==> config.mk <==
export PLATFORM = sky130hd
export DESIGN_NAME = prau_dispatch
export DESIGN_NICKNAME = d
export VERILOG_FILES = /design/src/rtl/prau_dispatch.sv
export SDC_FILE = /design/constraint.sdc
export NUM_CORES = 1
export LEC_CHECK = 0
export CORE_MARGIN = 2
export CORE_UTILIZATION = 40
export CTS_CLUSTER_SIZE = 14
export DETAILED_ROUTE_END_ITERATION = 7
export PLACE_DENSITY = 0.63
export SYNTH_ARGS = -nofsm -noshare
export SYNTH_HDL_FRONTEND = slang
export SYNTH_SLANG_ARGS = --single-unit
export TNS_END_PERCENT = 1
==> constraint.sdc <==
create_clock -name clk_i -period 14 [get_ports clk_i]
set_input_delay 4.2 -clock clk_i [delete_from_list [all_inputs] [get_ports clk_i]]
set_output_delay 4.2 -clock clk_i [all_outputs]
set_load 0.005 [all_outputs]
==> src/rtl/prau_dispatch.sv <==
// ============================================================================
// Module : prau_dispatch
// Brief  : Request FIFO and single-outstanding issue/collect/writeback sequencer for the PRAU.
// Rev    : 1.0  initial release
// ============================================================================
`default_nettype none

package prau_pkg;
   typedef enum logic [3:0] {
      NONE   = 4'd0,
      PADD   = 4'd1,
      PSUB   = 4'd2,
      PMUL   = 4'd3,
      PDIV   = 4'd4,
      PSQRT  = 4'd5,
      PMIN   = 4'd6,
      PMAX   = 4'd7,
      PSGNJ  = 4'd8,
      PCVT   = 4'd9,
      QCLR   = 4'd10,
      QMADD  = 4'd11,
      QMSUB  = 4'd12,
      QROUND = 4'd13
   } prau_op_e;
endpackage

module prau_dispatch
   import prau_pkg::*;
#(
   parameter int XLEN    = 64,
   parameter int DEPTH   = 4,
   parameter int RD_W    = 5,
   parameter int SEQ_W   = 3,
   parameter int TIMEOUT = 64,
   localparam int TAG_W  = SEQ_W + RD_W
) (
   input  logic             clk_i,
   input  logic             rst_ni,
   input  logic             req_valid_i,
   output logic             req_ready_o,
   input  prau_op_e         req_op_i,
   input  logic [XLEN-1:0]  req_a_i,
   input  logic [XLEN-1:0]  req_b_i,
   input  logic [RD_W-1:0]  req_rd_i,
   output logic             prau_valid_o,
   input  logic             prau_ready_i,
   output logic [XLEN-1:0]  prau_a_o,
   output logic [XLEN-1:0]  prau_b_o,
   output prau_op_e         prau_op_o,
   output logic [TAG_W-1:0] prau_tag_o,
   input  logic             prau_rvalid_i,
   output logic             prau_rready_o,
   input  logic [TAG_W-1:0] prau_rtag_i,
   input  logic [XLEN-1:0]  prau_result_i,
   output logic             wb_valid_o,
   input  logic             wb_ready_i,
   output logic [RD_W-1:0]  wb_rd_o,
   output logic [XLEN-1:0]  wb_result_o,
   output logic             wb_err_o,
   output logic             busy_o
);

   localparam int PTR_W = $clog2(DEPTH);
   localparam int WD_W  = $clog2(TIMEOUT);

   typedef enum logic [1:0] {
      ST_IDLE  = 2'd0,
      ST_ISSUE = 2'd1,
      ST_WAIT  = 2'd2,
      ST_WB    = 2'd3
   } state_e;

   state_e            r_state, w_state_nxt;
   prau_op_e          r_mem_op [DEPTH];
   logic [XLEN-1:0]   r_mem_a  [DEPTH];
   logic [XLEN-1:0]   r_mem_b  [DEPTH];
   logic [RD_W-1:0]   r_mem_rd [DEPTH];
   logic [PTR_W:0]    r_wptr, r_rptr;
   logic [SEQ_W-1:0]  r_seq;
   logic              r_drain;
   logic [WD_W-1:0]   r_wdog;
   prau_op_e          r_op;
   logic [XLEN-1:0]   r_a, r_b;
   logic [TAG_W-1:0]  r_tag;
   logic [RD_W-1:0]   r_wb_rd;
   logic [XLEN-1:0]   r_wb_result;
   logic              r_wb_err;

   logic              w_empty, w_full, w_push, w_avail, w_can_issue;
   logic              w_load, w_capture, w_timeout, w_rhs;
   prau_op_e          w_head_op;
   logic [XLEN-1:0]   w_head_a, w_head_b;
   logic [RD_W-1:0]   w_head_rd;

   assign w_empty = (r_wptr == r_rptr);
   assign w_full  = (r_wptr[PTR_W] != r_rptr[PTR_W]) &&
                    (r_wptr[PTR_W-1:0] == r_rptr[PTR_W-1:0]);
   assign w_push  = req_valid_i & ~w_full;

   // An empty FIFO forwards the incoming request so it can issue on the cycle after the push.
   assign w_avail     = ~w_empty | w_push;
   assign w_can_issue = w_avail & ~r_drain;
   assign w_head_op   = w_empty ? req_op_i : r_mem_op[r_rptr[PTR_W-1:0]];
   assign w_head_a    = w_empty ? req_a_i  : r_mem_a[r_rptr[PTR_W-1:0]];
   assign w_head_b    = w_empty ? req_b_i  : r_mem_b[r_rptr[PTR_W-1:0]];
   assign w_head_rd   = w_empty ? req_rd_i : r_mem_rd[r_rptr[PTR_W-1:0]];

   assign prau_rready_o = (r_state == ST_WAIT) | r_drain;
   assign w_rhs         = prau_rvalid_i & prau_rready_o;

   always_comb begin
      w_state_nxt = r_state;
      w_load      = 1'b0;
      w_capture   = 1'b0;
      w_timeout   = 1'b0;
      case (r_state)
         ST_IDLE: begin
            if (w_can_issue) begin
               w_load      = 1'b1;
               w_state_nxt = ST_ISSUE;
            end
         end
         ST_ISSUE: begin
            if (prau_ready_i) w_state_nxt = ST_WAIT;
         end
         ST_WAIT: begin
            if (w_rhs && (prau_rtag_i == r_tag)) begin
               if ((r_op == QMADD) || (r_op == QMSUB)) begin
                  w_state_nxt = ST_IDLE;
               end else begin
                  w_capture   = 1'b1;
                  w_state_nxt = ST_WB;
               end
            end else if (r_wdog == WD_W'(TIMEOUT - 1)) begin
               w_timeout   = 1'b1;
               w_state_nxt = ST_WB;
            end
         end
         ST_WB: begin
            if (wb_ready_i) begin
               if (w_can_issue) begin
                  w_load      = 1'b1;
                  w_state_nxt = ST_ISSUE;
               end else begin
                  w_state_nxt = ST_IDLE;
               end
            end
         end
         default: w_state_nxt = ST_IDLE;
      endcase
   end

   always_ff @(posedge clk_i) begin
      if (w_push) begin
         r_mem_op[r_wptr[PTR_W-1:0]] <= req_op_i;
         r_mem_a[r_wptr[PTR_W-1:0]]  <= req_a_i;
         r_mem_b[r_wptr[PTR_W-1:0]]  <= req_b_i;
         r_mem_rd[r_wptr[PTR_W-1:0]] <= req_rd_i;
      end
   end

   always_ff @(posedge clk_i or negedge rst_ni) begin
      if (!rst_ni) begin
         r_state     <= ST_IDLE;
         r_wptr      <= '0;
         r_rptr      <= '0;
         r_seq       <= '0;
         r_drain     <= 1'b0;
         r_wdog      <= '0;
         r_op        <= NONE;
         r_a         <= '0;
         r_b         <= '0;
         r_tag       <= '0;
         r_wb_rd     <= '0;
         r_wb_result <= '0;
         r_wb_err    <= 1'b0;
      end else begin
         r_state <= w_state_nxt;
         if (w_push) r_wptr <= r_wptr + (PTR_W + 1)'(1);
         if (w_load) begin
            r_rptr <= r_rptr + (PTR_W + 1)'(1);
            r_op   <= w_head_op;
            r_a    <= w_head_a;
            r_b    <= w_head_b;
            r_tag  <= {r_seq, w_head_rd};
            r_seq  <= r_seq + SEQ_W'(1);
         end
         if ((r_state == ST_ISSUE) && prau_ready_i) r_wdog <= '0;
         else if (r_state == ST_WAIT)               r_wdog <= r_wdog + WD_W'(1);
         if (w_capture) begin
            r_wb_rd     <= r_tag[RD_W-1:0];
            r_wb_result <= prau_result_i;
            r_wb_err    <= 1'b0;
         end
         // Drain only spans states other than WAIT, so any accepted result is the stale one.
         if (r_drain && prau_rvalid_i) r_drain <= 1'b0;
         if (w_timeout) begin
            r_wb_rd     <= r_tag[RD_W-1:0];
            r_wb_result <= '0;
            r_wb_err    <= 1'b1;
            r_drain     <= 1'b1;
         end
      end
   end

   assign req_ready_o  = ~w_full;
   assign prau_valid_o = (r_state == ST_ISSUE);
   assign prau_a_o     = r_a;
   assign prau_b_o     = r_b;
   assign prau_op_o    = r_op;
   assign prau_tag_o   = r_tag;
   assign wb_valid_o   = (r_state == ST_WB);
   assign wb_rd_o      = r_wb_rd;
   assign wb_result_o  = r_wb_result;
   assign wb_err_o     = r_wb_err;
   assign busy_o       = ~w_empty | (r_state != ST_IDLE);

endmodule

`default_nettype wire
Word-level counts from Yosys, hierarchy flattened

Memory sizes are Yosys's and may differ from the RTL's. A register that Yosys moved wholly into a read port is not among the register bits.
Cells that the tools add are included.
Widths: inputs -> output; s select.

Flip-flop bits (word level): 96
Bits in writable memories: 548
Input bits: 215
Output and inout bits: 215
Word-level logic and storage cells: 86
Memories: 4

Memories:

| name     | words | bits a word | rd ports | clocked after Yosys merged registers in | write ports | line | text |
|---|---|---|---|---|---|---|---|
| r_mem_a  | 4     | 64          | 1        | 1                                       | 1           | 75   | `logic [XLEN-1:0] r_mem_a [DEPTH];` |
| r_mem_b  | 4     | 64          | 1        | 1                                       | 1           | 76   | `logic [XLEN-1:0] r_mem_b [DEPTH];` |
| r_mem_rd | 4     | 5           | 1        | 1                                       | 1           | 77   | `logic [RD_W-1:0] r_mem_rd [DEPTH];` |
| r_mem_op | 4     | 4           | 1        | 1                                       | 1           | 74   | `prau_op_e r_mem_op [DEPTH];` |

Add/subtract/negate cells: 4
Equality and inequality tests: 14
Multiplexer cells: 30
Bitwise gates (word level): 9
Reduce and logical (&&, ||, !) cells: 15

Operator list:

| cell                | number |
|---|---|
| $mux 64             | 2 |
| $mux 1              | 15 |
| $mux 5              | 3 |
| $mux 2              | 6 |
| $mux 6              | 2 |
| $add 3x1->3 const B | 3 |
| $eq 4x4->1 const B  | 2 |
| $eq 8x8->1          | 1 |
| $pmux 2 s4          | 1 |
| $reduce_bool 2->1   | 4 |
| $add 6x1->6 const B | 1 |
| $eq 6x6->1 const B  | 1 |
| $eq 2x2->1 const B  | 2 |
| $logic_and 1x1->1   | 4 |
| $logic_not 1->1     | 4 |
| $ne 2x1->1 const B  | 2 |
| $reduce_and 4->1    | 1 |
| $and 1x1->1         | 3 |
| $eq 3x3->1          | 1 |
| $ne 3x1->1 const B  | 1 |
| $not 1->1           | 3 |
| $or 1x1->1          | 3 |
| $eq 2x1->1 const B  | 1 |
| $eq 2x2->1          | 1 |
| 5 further kinds     | 5 |

Logic depth before layout (Yosys ltp)

Gate-level depths: netlist of run 1.

Depth in word-level cells: 9
Gate-level depth with buffers: 10

Least setup slack after synthesis of run 1

Ideal clock, no wire load.

Path type: input -> register
Start: in req_valid_i
End: mem r_mem_a[3][0] (enable)
Setup time: 0.514 ns
Arrival time: 7.756 ns
Required time: 13.486 ns
Slack: 5.730 ns
Stages: 2
Path buffers: 0
Cell sequence: a21boi_1 and2_1

Cells in the longest elaborated chain, start to end: 3

RTL lines:

| element                      | line | text |
|---|---|---|
| start: declaration           | 39   | `input logic req_valid_i,` |
| $and 1x1->1                  | 98   | `assign w_push = req_valid_i & ~w_full;` |
| $mux 1                       | 154  | `if (w_push) begin` |
| $mux 1 (not written as such) | 156  | `r_mem_a[r_wptr[PTR_W-1:0]] <= req_a_i;` |
| end: declaration             | 75   |  |

No other way between the ends.

Final worst setup path of run 1

Start: in req_valid_i
End: reg r_b[48] (netlist: prau_b_o[48]) (read register of r_mem_b)

Cells in the longest elaborated chain, start to end: 6

RTL lines:

| element          | line     | text |
|---|---|---|
| $and 1x1->1 (*)  | 98       |  |
| $or 1x1->1 (*)   | 101      | `assign w_avail = ~w_empty \| w_push;` |
| $and 1x1->1 (*)  | 102      | `assign w_can_issue = w_avail & ~r_drain;` |
| $mux 1 (*)       | 118, 141 |  |
| $mux 1           | 140      | `if (wb_ready_i) begin` |
| $pmux 1 s2 (*)   | 116      | `case (r_state)` |
| end: declaration | 83       | `logic [XLEN-1:0] r_a, r_b;` |

Mark *: on every way between the ends. The rest lies on a longest branch, timed or not.
A chain may end at the register's enable or synchronous reset.

==> run_results.csv, run 1 <==
group,metric,value,unit
routing,detailroute.wirelength.met3,4.25,mm
synth,synth_nets,1818,
worst_setup_path,regToRegStartpoint,"r_rptr[0]",
min_path,timing.hold.worst.start,"r_seq[2]",
routing,detailedRoute.firstPassIterationCount,5,
layout,area_growth_syn_to_layout,27.2,%
worst_setup_path,worst_ep_arrival_time,7.81,ns
outcome,outcome,"completed",
worst_setup_path,startpoint_type,"input pin",
grt,wire_length_of_the_first_global_routing_pass,105,mm
pwr,power.share.clock,27.1,%
placed_design,port_buffers,429,
sta,max_freq,136,MHz
placed_design,gp_congestion,0.768,
sta,relSlewSlack,17.2,%
floorplan,floorplan.core_area,73200,µm²
floorplan,dieArea,76400,µm²
min_path,hold_path_class,"reg2reg",
min_path,timing.hold.worst_path_depth,1,
routing,met2RoutedLength,34.1,mm
job,cap_viol_max_count,0,
synth,dominantRegCellSynth,"edfxtp_1",
worst_setup_path,worst_ep_required_time,14.44,ns
layout,fin_area,37700,µm²
sta,whs,0.465,ns
sta,fin_crit,7.37,ns
grt,grt_overflow,0,
sta,min_period_over_period,52.6,%
sta,final-setup-viol-count,0,
pwr,internal-power,0.00568,W
synth,postSynthCellCount,1591,
worst_setup_path,timing.reg2reg.worst_path_depth,6,
grt,first_global_vias,16600,
pwr,cellLeakagePower,14.1,nW
sta,fin_skew,0.0282,ns
placed_design,place_area,34900,µm²
routing,highest_layer_used_for_signal_routing,"met5",
layout,final_layout_size_suffix_gt1_share,15.1,%
routing,post_drt_via_cell_ratio,5.16,
routing,wire_per_inst,22.4,µm
clock_network,clock_path_buffers,3,
floorplan,die-height,276,µm
clock_network,cts_resized,0,
floorplan,dieWidth,276,µm
synth,synth-edff-count,548,
synth,synthDominantAreaCellType,"edfxtp_1",
synth,synth_top_area_share,55.5,%
clock_network,cts_tree,"done",
synth,netlist_top_cells_count,"edfxtp_1, dfrtp_1, nor2_1",
grt,antenna_found_initial,15,
synth,synth_sequential_area_ratio,74.7,%
routing,drt-initial-drc-count,742,
floorplan,ios,430,
pwr,max-vdd-ir-drop,0.107,mV
pwr,combPwrFrac,31.2,%
clock_network,clk_latency,0.62,ns
routing,met1Wirelength,29.0,mm
clock_network,cts_inserted_buffers,81,
routing,wirelength,68.8,mm
layout,layout.nets,2260,
pwr,seq_power_share,41.8,%
pwr,total_power,0.00815,W
clock_network,post_cts_hold_buffer_count,0,
floorplan,start_util,40.5,%
placed_design,place.detailed.instances,2909,
sta,slew_viols_final,0,
synth,postSynth.asyncResetShare,29.4,%
clock_network,cts_max_level,3,
worst_setup_path,r2r_slack,9.43,ns
sta,report.final.hold_viol_count,0,
grt,grt_start_max_net_pins,119,
sta,tns,0,ns
sta,rsz0062_at_grt,"false",
worst_setup_path,crit_type,"in2reg",
synth,synth_cell_type_count,40,
worst_setup_path,capturing_element_type_of_the_critical_path,"register",
worst_setup_path,worst_setup_path_startpoint,"req_valid_i",
layout,final-instance-count-excl-fill,3067,
clock_network,cts_root_buf,"clkbuf_16",
synth,mappedNetlistArea,29700,µm²
synth,synth.ff_latch_count,776,
synth,yosysMostFrequentCell,"edfxtp_1",
synth,yosys_warnings,0,
routing,detailroute.via_count,15800,
worst_setup_path,crit_fanout,94,
pwr,netSwitchingFraction,30.3,%
min_path,hold_path_end,"r_seq[2]",
worst_setup_path,crit-reg2reg-capture,"prau_b_o[48]",
synth,ys_top_cells_by_area,"edfxtp_1, dfrtp_1, mux4_2",
pwr,p_per_area,216,nW/µm²
clock_network,cts_clock_pin_slew_for_the_worst_setup_and_hold_paths,0.06,ns
grt,track_usage,17.9,%
routing,drc,0,
pwr,net_load_switching_power,0.00247,W
clock_network,post-cts-setup-buffers,0,
synth,synth.avg_cell_area,18.7,µm²
sta,tightestPinTransition,1.23,ns
placed_design,place.detailed.hpwl,42.3,mm
clock_network,cts_num_sinks,776,
floorplan,placement_rows,99,
routing,route.antenna.remaining_nets,0,
-- power groups by stage --
| stage | logic [W] | registers (W) | clock network [W] |
|---|---|---|---|
| final | 0.00254 | 0.00340 | 0.00221 |
| after global routing | 0.00277 | 0.00347 | 0.00237 |
| after CTS | 0.00260 | 0.00342 | 0.00227 |
| after detailed placement | 0.00258 | 0.00346 | 0 |
| after global placement | 0.00257 | 0.00343 | 0 |
| after floorplan | 0.00162 | 0.00338 | 0 |
-- layout by cell type, fill, tap and decap left out, drive strengths merged, types with 2 or more instances in the layout --
cell type / count
bufinv: 7
xor2: 9
nor2: 147
a21oi: 140
nand3: 3
mux2: 10
inv: 9
nor4: 2
clkbuf: 111
mux2i: 138
dfrtp: 228
or3: 2
clkdlybuf4s50: 428
nand2: 11
a22o: 65
ha: 12
nand4: 3
mux4: 137
clkinv: 28
diode: 6
clkinvlp: 3
edfxtp: 548
buf: 23
xnor2: 12
nor3: 2
o21ai: 4
and2: 5
nand2b: 2
-- worst max path at each step --
stage	to	slack [ns]	cells after the start
after detailed placement	prau_b_o[35]	6.05	6
final	prau_b_o[48]	6.63	6
after CTS	prau_b_o[37]	6.69	7
after global placement	prau_b_o[53]	6.15	7
after global routing	prau_a_o[63]	6.35	7
after floorplan	r_mem_a[3][0]	5.73	2
-- critical path, stage by stage --
cell and delay (ns):
clkdlybuf4s50_1 0.58, nor4_2 0.11, nor4_4 1.02, buf_4 0.77, buf_4 0.81, a21oi_1 0.15
-- stage by stage --
| step | setup slack, ns | util, % |
|---|---|---|
| after floorplan | 5.73 | - |
| after global placement | 6.15 | 47.7 |
| after detailed placement | 6.05 | 47.7 |
| after CTS | 6.69 | 51.5 |
| after global routing | 6.35 | 51.6 |
| final | 6.63 | 51.6 |
-- registers in the layout, summed over array words and instances, names as in the netlist --
name	flops
r_wdog	6
r_seq	3
r_wptr	3
prau_b_o	64
prau_op_o	4
r_drain	1
prau_tag_o	8
prau_a_o	64
r_state	2
r_mem_b	256
r_mem_op	16
r_rptr	3
wb_result_o	64
r_mem_a	256
wb_err_o	1
r_mem_rd	20
wb_rd_o	5
-- layout make-up --
class	count	area [µm²]
inverter	6	22.5
clock buffer	111	2370
timing repair buffer	451	4460
multi-input combinational	717	7070
tap	959	1200
sequential	776	22200
antenna	6	15.0
fill	5876	35500
clock inverter	41	437
-- kinds of logic (layout without fill, tap and decap cells) --
logic type,after synthesis,after routing,share of synthesized area (%)
flops,776,776,74.7
buf+inv,98,609,1.59
xor+xnor,21,21,0.620
fa+ha+maj,12,12,0.506
mux,285,285,15.4
simple gates,183,183,2.63
compound gates,216,216,4.55
other cells,0,6,0
-- routing by layer --
layer | up-vias | global-route usage (%)
li1 | 7133 | -
met1 | 8161 | 23.4
met2 | 422 | 29.5
met3 | 95 | 4.57
met4 | 18 | 5.45
met5 | - | 0
(Power assumes the default switching activity.)
==> run 2, diff against run 1 <==
--- a/config.mk
+++ b/config.mk
@@ -9,7 +9,7 @@
 export CORE_UTILIZATION = 40
 export CTS_CLUSTER_SIZE = 14
 export DETAILED_ROUTE_END_ITERATION = 7
-export PLACE_DENSITY = 0.63
+export PLACE_DENSITY = 0.65
 export SYNTH_ARGS = -nofsm -noshare
 export SYNTH_HDL_FRONTEND = slang
 export SYNTH_SLANG_ARGS = --single-unit
==> constraint.sdc (replaced) <==
create_clock -name clk_i -period 6 [get_ports clk_i]
set_input_delay 1.8 -clock clk_i [delete_from_list [all_inputs] [get_ports clk_i]]
set_output_delay 1.8 -clock clk_i [all_outputs]
set_load 0.005 [all_outputs]
==> run 2 against run 1 <==
Against the previous run: setup slack worse by 5.4 ns; first-iteration DRC count is 35% higher; final cell count is 0.29% higher; flip-flop and latch count stayed put; sequential share of layout area is 0.34 points lower; die area stayed put; worst hold slack better by 0.023 ns; core utilization is 0.30 points higher; critical path type is now reg2out; critical endpoint is now busy_o; largest cell class unchanged.
==> run_results.csv, run 2 (same netlist as run 1, synthesis figures left out) <==
group,metric,value,unit
outcome,outcome,"completed",
layout,most-common-layout-cells,"edfxtp_1, clkdlybuf4s50_1, dfrtp_1",
layout,area_growth_syn_to_layout,27.9,%
clock_network,cts_resized,0,
placed_design,gp_congestion,0.806,
sta,fin_skew,0.0243,ns
floorplan,start_util,40.5,%
placed_design,place.detailed.hpwl,42.9,mm
sta,rsz0062_at_grt,"false",
grt,grt_start_max_net_pins,111,
floorplan,die-height,276,µm
clock_network,cts_max_level,3,
routing,detailedRoute.firstPassIterationCount,5,
worst_setup_path,capturing_element_type_of_the_critical_path,"primary output",
sta,final-setup-viol-count,0,
pwr,total_power,0.0192,W
sta,min_period_over_period,78.8,%
worst_setup_path,crit_type,"reg2out",
grt,first_global_vias,16800,
routing,wire_per_inst,22.5,µm
routing,post_drt_via_cell_ratio,5.18,
clock_network,clk_latency,0.61,ns
sta,relSlewSlack,33.8,%
grt,wire_length_of_the_first_global_routing_pass,106,mm
clock_network,clock_path_buffers,3,
floorplan,floorplan.core_area,73200,µm²
clock_network,cts_num_sinks,776,
clock_network,post-cts-setup-buffers,0,
min_path,hold_path_class,"reg2reg",
sta,fin_crit,4.73,ns
clock_network,post_cts_hold_buffer_count,0,
sta,max_freq,211,MHz
layout,final-instance-count-excl-fill,3076,
clock_network,cts_tree,"done",
layout,final_common_cell,"edfxtp_1",
floorplan,ios,430,
worst_setup_path,startpoint_type,"register",
grt,antenna_found_initial,12,
floorplan,dieArea,76400,µm²
pwr,p_per_area,506,nW/µm²
job,cap_viol_max_count,0,
floorplan,placement_rows,99,
grt,grt_overflow,0,
clock_network,cts_clock_pin_slew_for_the_worst_setup_and_hold_paths,0.06,ns
pwr,max-vdd-ir-drop,0.293,mV
placed_design,port_buffers,429,
sta,tightestPinTransition,0.990,ns
worst_setup_path,r2r_slack,2.54,ns
routing,detailroute.via_count,15900,
worst_setup_path,worst_ep_required_time,4.20,ns
layout,final_layout_size_suffix_gt1_share,15.0,%
worst_setup_path,worst_ep_arrival_time,2.93,ns
routing,drt-initial-drc-count,998,
routing,drc,0,
worst_setup_path,crit_fanout,47,
layout,layout.nets,2267,
floorplan,dieWidth,276,µm
clock_network,cts_inserted_buffers,83,
routing,route.antenna.remaining_nets,0,
sta,report.final.hold_viol_count,0,
grt,track_usage,18.0,%
clock_network,cts_root_buf,"clkbuf_16",
placed_design,place.detailed.instances,2914,
routing,wirelength,69.3,mm
sta,slew_viols_final,0,
pwr,cellLeakagePower,14.2,nW
sta,tns,0,ns
-- run 2: report_power, final --
part	internal [W]	switching, W
combinational	0.00298	0.00307
clock	0.00314	0.00209
sequential	0.00725	0.000667
-- run 2: layout make-up --
class	instances	area, µm²
Fill cell	5875	35200
Sequential cell	776	22200
Multi-Input combinational cell	717	7070
Timing Repair Buffer	456	4650
Clock buffer	114	2340
Tap cell	959	1200
Clock inverter	40	495
Inverter	6	22.5
Antenna cell	8	20.0
-- run 2: critical path, cell delays in order, from the launching register on --
cell and delay, ns:
dfrtp_4 0.95, xor2_1 0.25, or4_1 0.62, clkdlybuf4s50_1 0.51
-- run 2: stage by stage --
stage	util (%)	setup WS (ns)	cell area [µm²]	hold WS (ns)
finish	51.9	1.27	38000	0.488
detailed placement	48.0	1.37	35100	0.476
global route	51.9	1.17	38000	0.509
global placement	48.0	1.47	35100	0.477
CTS	51.8	1.19	37900	0.487
floorplan	-	0.130	29700	0.439
-- run 2: final timing paths --
| path | from | cells past startpoint | end |
|---|---|---|---|
| max | r_rptr[1] | 3 | busy_o |
| min | r_wptr[2] | 1 | r_wptr[2] |
| max in group asynchronous | rst_ni | 2 | prau_a_o[12] |
| max reg2reg | r_rptr[1] | 5 | r_mem_b[0][52] |
| min in group asynchronous | rst_ni | 1 | prau_b_o[61] |
| min reg2reg | r_wptr[2] | 1 | r_wptr[2] |
-- run 2: layer usage --
metal | wire length, µm | GRT usage [%] | vias to the layer above | share of wire, %
li1 | - | - | 7153 | -
met1 | 29400 | 23.7 | 8281 | 42
met2 | 34800 | 29.9 | 390 | 50
met3 | 3700 | 4.00 | 97 | 5.3
met4 | 1380 | 5.90 | 8 | 2.0
met5 | 51 | 0 | - | 0.074
